## src/rtl/pc_seq_ctrl.sv

```systemverilog
// ---------------------------------------------------------------------------
// pc_seq_ctrl
//
// Program-counter sequencer. A three-state FSM (BOOT -> FETCH -> EXEC) issues
// one instruction fetch at a time. The PC is held while a fetch is
// outstanding and while EXEC is stalled. It advances only on the EXEC cycle
// in which stall is low. That update picks jump_target, branch_target or
// pc + 4, in that order of priority.
//
// Optional feature (macro PC_ALIGN_CHECK_EN):
//   defined   - a jump/branch target with bits [1:0] != 0 loads TRAP_VECTOR
//               and raises a one-cycle misalign pulse on the following cycle.
//   undefined - no misalign port; the low two bits of a loaded target are
//               cleared so the PC always stays word aligned.
//
// Parameters
//   instruction_width : width of PC, targets and fetch address
//   RESET_VECTOR      : PC value after reset
//   TRAP_VECTOR       : PC value loaded on a misaligned target
//
// Ports
//   clk            in   single clock, rising edge
//   rst            in   synchronous active-high reset
//   stall          in   hold current instruction and PC in EXEC
//   jump           in   select jump_target (highest priority)
//   jump_target    in   jump destination
//   branch_taken   in   select branch_target
//   branch_target  in   branch destination
//   imem_ack       in   instruction word returned (honoured in FETCH only)
//   imem_req       out  fetch request, high only in FETCH
//   imem_addr      out  fetch address (= pc_addr)
//   pc_addr        out  current PC register
//   pc_next        out  pc_addr + 4, wraps modulo 2^instruction_width
//   instr_valid    out  high in every EXEC cycle
//   misalign       out  misaligned-target pulse (PC_ALIGN_CHECK_EN only)
// ---------------------------------------------------------------------------
module pc_seq_ctrl #(
    parameter int                           instruction_width = 32,
    parameter logic [instruction_width-1:0] RESET_VECTOR      = 32'h0000_0000,
    parameter logic [instruction_width-1:0] TRAP_VECTOR       = 32'h0000_0080
) (
    input  logic                         clk,
    input  logic                         rst,
    input  logic                         stall,
    input  logic                         jump,
    input  logic [instruction_width-1:0] jump_target,
    input  logic                         branch_taken,
    input  logic [instruction_width-1:0] branch_target,
    input  logic                         imem_ack,
    output logic                         imem_req,
    output logic [instruction_width-1:0] imem_addr,
    output logic [instruction_width-1:0] pc_addr,
    output logic [instruction_width-1:0] pc_next,
    output logic                         instr_valid
`ifdef PC_ALIGN_CHECK_EN
    ,
    output logic                         misalign
`endif
);

    typedef enum logic [1:0] {
        BOOT  = 2'd0,
        FETCH = 2'd1,
        EXEC  = 2'd2
    } state_t;

    localparam logic [instruction_width-1:0] PC_STEP  =
        {{(instruction_width-3){1'b0}}, 3'b100};
    localparam logic [instruction_width-1:0] WORD_MSK =
        {{(instruction_width-2){1'b1}}, 2'b00};

    state_t                         r_state;
    state_t                         w_state_next;
    logic [instruction_width-1:0]   r_pc;
    logic [instruction_width-1:0]   w_pc_inc;
    logic [instruction_width-1:0]   w_sel_target;
    logic [instruction_width-1:0]   w_pc_load;
    logic                           w_take;
    logic                           w_advance;

    // Plain binary add: carry out of the top bit is dropped, giving the
    // modulo wrap from the last word back to address zero.
    assign w_pc_inc     = r_pc + PC_STEP;

    // The PC only moves on the EXEC cycle that completes (stall low). All
    // redirect inputs are don't-care at any other time.
    assign w_advance    = (r_state == EXEC) && !stall;
    assign w_take       = jump || branch_taken;
    assign w_sel_target = jump ? jump_target : branch_target;

`ifdef PC_ALIGN_CHECK_EN
    logic w_misaligned;
    logic r_misalign;

    assign w_misaligned = w_take && (w_sel_target[1:0] != 2'b00);
    assign w_pc_load    = w_misaligned ? TRAP_VECTOR  :
                          w_take       ? w_sel_target :
                                         w_pc_inc;

    // Registered so the pulse appears in the cycle after the offending EXEC
    // and lasts exactly one cycle (w_advance cannot be high twice in a row,
    // since EXEC is always followed by FETCH when it completes).
    always_ff @(posedge clk) begin
        if (rst) begin
            r_misalign <= 1'b0;
        end else begin
            r_misalign <= w_advance && w_misaligned;
        end
    end

    assign misalign = r_misalign;
`else
    // Without the check, the target is silently rounded down to a word.
    assign w_pc_load = w_take ? (w_sel_target & WORD_MSK) : w_pc_inc;
`endif

    // State register
    always_ff @(posedge clk) begin
        if (rst) begin
            r_state <= BOOT;
        end else begin
            r_state <= w_state_next;
        end
    end

    // Next-state logic. imem_ack is only looked at in FETCH, so a late ack
    // that lands in BOOT or EXEC has no effect.
    always_comb begin
        w_state_next = r_state;
        case (r_state)
            BOOT:    w_state_next = FETCH;
            FETCH:   w_state_next = imem_ack ? EXEC : FETCH;
            EXEC:    w_state_next = stall ? EXEC : FETCH;
            default: w_state_next = BOOT;
        endcase
    end

    // PC register: unchanged through FETCH, so the request address is stable
    // until the ack is sampled.
    always_ff @(posedge clk) begin
        if (rst) begin
            r_pc <= RESET_VECTOR;
        end else if (w_advance) begin
            r_pc <= w_pc_load;
        end
    end

    // Outputs are decoded straight from the state register. BOOT is the
    // reset state, so imem_req and instr_valid read 0 throughout reset.
    assign imem_req    = (r_state == FETCH);
    assign instr_valid = (r_state == EXEC);
    assign pc_addr     = r_pc;
    assign imem_addr   = r_pc;
    assign pc_next     = w_pc_inc;

endmodule

```

## config.mk

```make
export PLATFORM = sky130hd
export DESIGN_NAME = pc_seq_ctrl
export DESIGN_NICKNAME = d
export VERILOG_FILES = /design/src/rtl/pc_seq_ctrl.sv
export SDC_FILE = /design/constraint.sdc
export NUM_CORES = 1
export LEC_CHECK = 0
export BUFFER_PORTS_ARGS = -buffer_cell sky130_fd_sc_hd__buf_2
export CAP_MARGIN = 0
export CELL_PAD_IN_SITES_DETAIL_PLACEMENT = 1
export CELL_PAD_IN_SITES_GLOBAL_PLACEMENT = 2
export CORE_AREA = 2 2 112 114
export CTS_BUF_LIST = sky130_fd_sc_hd__clkbuf_8
export DETAILED_ROUTE_END_ITERATION = 10
export DIE_AREA = 0 0 114 116
export PLACE_DENSITY_LB_ADDON = 0.1
export SLEW_MARGIN = 40
export SYNTH_ARGS = -nofsm -noshare
export SYNTH_HDL_FRONTEND = slang
export SYNTH_SLANG_ARGS = --single-unit
```

## constraint.sdc

```tcl
create_clock -name clk -period 5.6 [get_ports clk]
set_input_delay 1.4 -clock clk [delete_from_list [all_inputs] [get_ports clk]]
set_output_delay 1.4 -clock clk [all_outputs]
set_load 0.02 [all_outputs]
```

==> flow_metrics.py <==
metrics = {
    "run_status": {
        "status": "completed",
    },
    "die": {
        "die-area_sq_mm": 0.0132,
        "die_w_um": 114,
        "core_sq_mm": 0.0119,
        "io_pins": 168,
        "rows": 40,
        "die_h_um": 116,
        "start_util": 0.245,
    },
    "finish": {
        "final_nets": 550,
        "fillCellCount": 1507,
        "syn_to_final_growth_pct": 22.8,
        "final_util": 0.301,
        "fin_cells": 626,
        "diodes": 0,
        "drive_above_1_share": 0.390,
        "final_cell_area_sq_mm": 0.00359,
    },
    "synthesis": {
        "synth_cells": 373,
        "syn_area_per_cell_sq_um": 7.84,
        "synth_ff_type": "dfxtp_1",
        "syn-cell-area_sq_mm": 0.00292,
        "synthArstFlopShare": 0,
        "ys_top_cells_by_count": "buf_4, nor2_1, dfxtp_1, o21ai_0, nand2_1",
        "ys_seq_area_frac": 0.219,
        "ys_types": 61,
        "synth_top_area_frac": 0.219,
        "synth_largest_area_cell": "dfxtp_1",
        "ys_warn_count": 0,
        "synth-edff-count": 0,
        "synth.area.top_cells": "dfxtp_1, buf_4, xnor2_1",
        "synth-seq-cells": 32,
        "yosysMostFrequentCell": "buf_4",
    },
    "setup_path": {
        "cp-start-kind": "flop",
        "reg2reg_to": "imem_addr[18]",
        "critical_path_class": "flop to primary output",
        "reg2reg_from": "imem_addr[2]",
        "worst_setup_path_end_kind": "primary output",
        "r2r_slack_ns": 3.24,
        "cp_data_arrival_time_ns": 2.60,
        "path_max_fanout": 9,
        "required_ns": 4.20,
        "reg2reg_depth": 6,
    },
    "power": {
        "power_leakage_nw": 1.73,
        "ir_worst_vdd_uv": 64.2,
        "p_per_area_mw_per_mm2": 160,
    },
    "hold_path": {
        "holdPathStages": 1,
        "hold_start": "imem_addr[24]",
        "hp-class": "flop to flop",
        "hold_path_end": "imem_addr[24]",
    },
    "sta": {
        "timing.fmax_ghz": 0.250,
        "setup_viol": 0,
        "fin_skew_ns": 0.00842,
        "worstMarginPinSlew_ns": 0.769,
        "finalCriticalPeriod_ns": 4.00,
        "rsz0062_at_grt": "no",
        "tns_ns": 0,
        "maxSlewViolCount": 0,
        "fin_crit_sh": 0.715,
        "maxSlewHeadroom": 0.487,
        "finalHoldViolCount": 0,
    },
    "placement": {
        "place_hpwl_um": 8380,
        "place_inst": 619,
        "gp_congestion": 0.745,
        "port-buffer-count": 157,
        "placed_area_sq_mm": 0.00348,
    },
    "route": {
        "vias": 3176,
        "dr.first_iter.drc_count": 57,
        "viasPerCell": 5.07,
        "first_pass_iters": 4,
        "drc": 0,
        "wire_per_inst_um": 18.6,
        "ant_nets": 0,
        "wl_um": 11700,
    },
    "clock_tree": {
        "post_cts_resized": 0,
        "clkTransAtPathRegs_ns": 0.07,
        "post_cts_buffers": 0,
        "cts_tree": "built",
        "cts_buffer_depth": 2,
        "cts-root-buf": "clkbuf_8",
        "holdBufCountCts": 0,
        "cts.sinks": 32,
        "clk_latency_ns": 0.29,
        "htree_levels": 2,
        "tritoncts.num_buffers": 5,
    },
    "global_routing": {
        "grt_start_max_net_pins": 38,
        "grt_overflow_total": 0,
        "grtUsageTotal": 0.175,
        "antenna_found_initial": 0,
        "grt_pass1_wl_um": 18100,
        "first_global_vias": 3222,
    },
    "flow_run": {
        "maxCapViolCount": 0,
    },
}
## kinds of logic (layout without fill, tap and decap cells)
kind of cell	after synthesis	in the layout	share of synthesized area
other	1	6	0.00128
AO/OA/AOI/OAI	102	102	0.247
AND/OR/NAND/NOR	135	135	0.272
multiplexers	4	4	0.0137
flip-flops	32	32	0.219
adder cells (fa/ha/maj)	1	1	0.00428
XOR/XNOR	28	28	0.0839
buffers and inverters	70	171	0.158
## sequential cells by signal (all words and copies together), names as in the netlist
name	flops
imem_addr	30
r_state	2
## power breakdown
group | switching [mW] | total [mW] | internal, mW
Combinational | 0.0766 | 0.126 | 0.0489
Sequential | 0.0117 | 0.245 | 0.233
Clock | 0.0927 | 0.202 | 0.110
Total | 0.181 | 0.573 | 0.392
## critical path: stages, from the launching register on
cell and delay, ns:
dfxtp_1 0.52, ha_1 0.31, and3_1 0.52, nand3_4 0.12, nor4_1 0.48, xnor2_1 0.18
buf_2 0.19
## worst max path at each step
stage / from / end / slack (ns) / cells past startpoint
global placement: imem_addr[2] / pc_next[18] / 1.88 / 6
floorplan: imem_addr[2] / pc_next[16] / 2.12 / 6
detailed placement: imem_addr[2] / pc_next[18] / 1.88 / 6
finish: imem_addr[2] / pc_next[18] / 1.60 / 6
CTS: imem_addr[2] / pc_next[18] / 1.55 / 6
global route: imem_addr[2] / pc_next[18] / 1.38 / 6
## placed cells by master (no fill, tap or decap), types with 3 or more instances in the layout
master | synthesis | final
clkbuf_8 | 0 | 7
o32ai_1 | 4 | 4
a21oi_1 | 14 | 14
buf_2 | 7 | 156
a221oi_1 | 13 | 13
nor2_1 | 35 | 35
xnor2_1 | 19 | 19
a22o_1 | 4 | 4
o2bb2ai_1 | 4 | 4
mux2i_1 | 4 | 4
o211ai_1 | 3 | 3
o311ai_1 | 4 | 4
inv_1 | 5 | 5
conb_1 | 1 | 6
o31ai_1 | 3 | 3
nor3_1 | 6 | 6
nor2b_1 | 4 | 3
nand2_1 | 20 | 20
a2bb2oi_1 | 4 | 4
nand4_1 | 8 | 8
o22ai_1 | 7 | 7
dfxtp_1 | 32 | 32
or3_1 | 9 | 9
buf_4 | 37 | 3
nand3_1 | 18 | 18
and4_1 | 3 | 3
and3_1 | 4 | 4
xor2_1 | 9 | 9
a221o_1 | 3 | 3
a22oi_1 | 11 | 11
o21ai_0 | 21 | 21
## per-stage QoR
stage / hold WS [ns] / total power [mW] / setup WS, ns
after floorplan: 0.540 / 0.334 / 2.12
after global placement: 0.556 / 0.376 / 1.88
after detailed placement: 0.566 / 0.377 / 1.88
final: 0.569 / 0.573 / 1.60
after global routing: 0.601 / 0.606 / 1.38
after CTS: 0.575 / 0.582 / 1.55
## layer usage
layer,routed length (um),vias up,track usage,share of wire
met4,104,0,0.0350,0.0089
met2,6000,93,0.327,0.51
li1,-,1550,-,-
met1,5050,1524,0.214,0.43
met3,515,9,0.0262,0.044
met5,0,-,0,0
## area by class of cell
class / instances / area (sq um) / share of cell area
Clock buffer: 7 / 96.3 / 0.0268
Inverter: 5 / 18.8 / 0.00523
Multi-Input combinational cell: 276 / 1850 / 0.514
Sequential cell: 32 / 641 / 0.179
Tap cell: 147 / 184 / 0.0513
Timing Repair Buffer: 159 / 803 / 0.224
No activity file was read; power rests on OpenSTA's default activity.
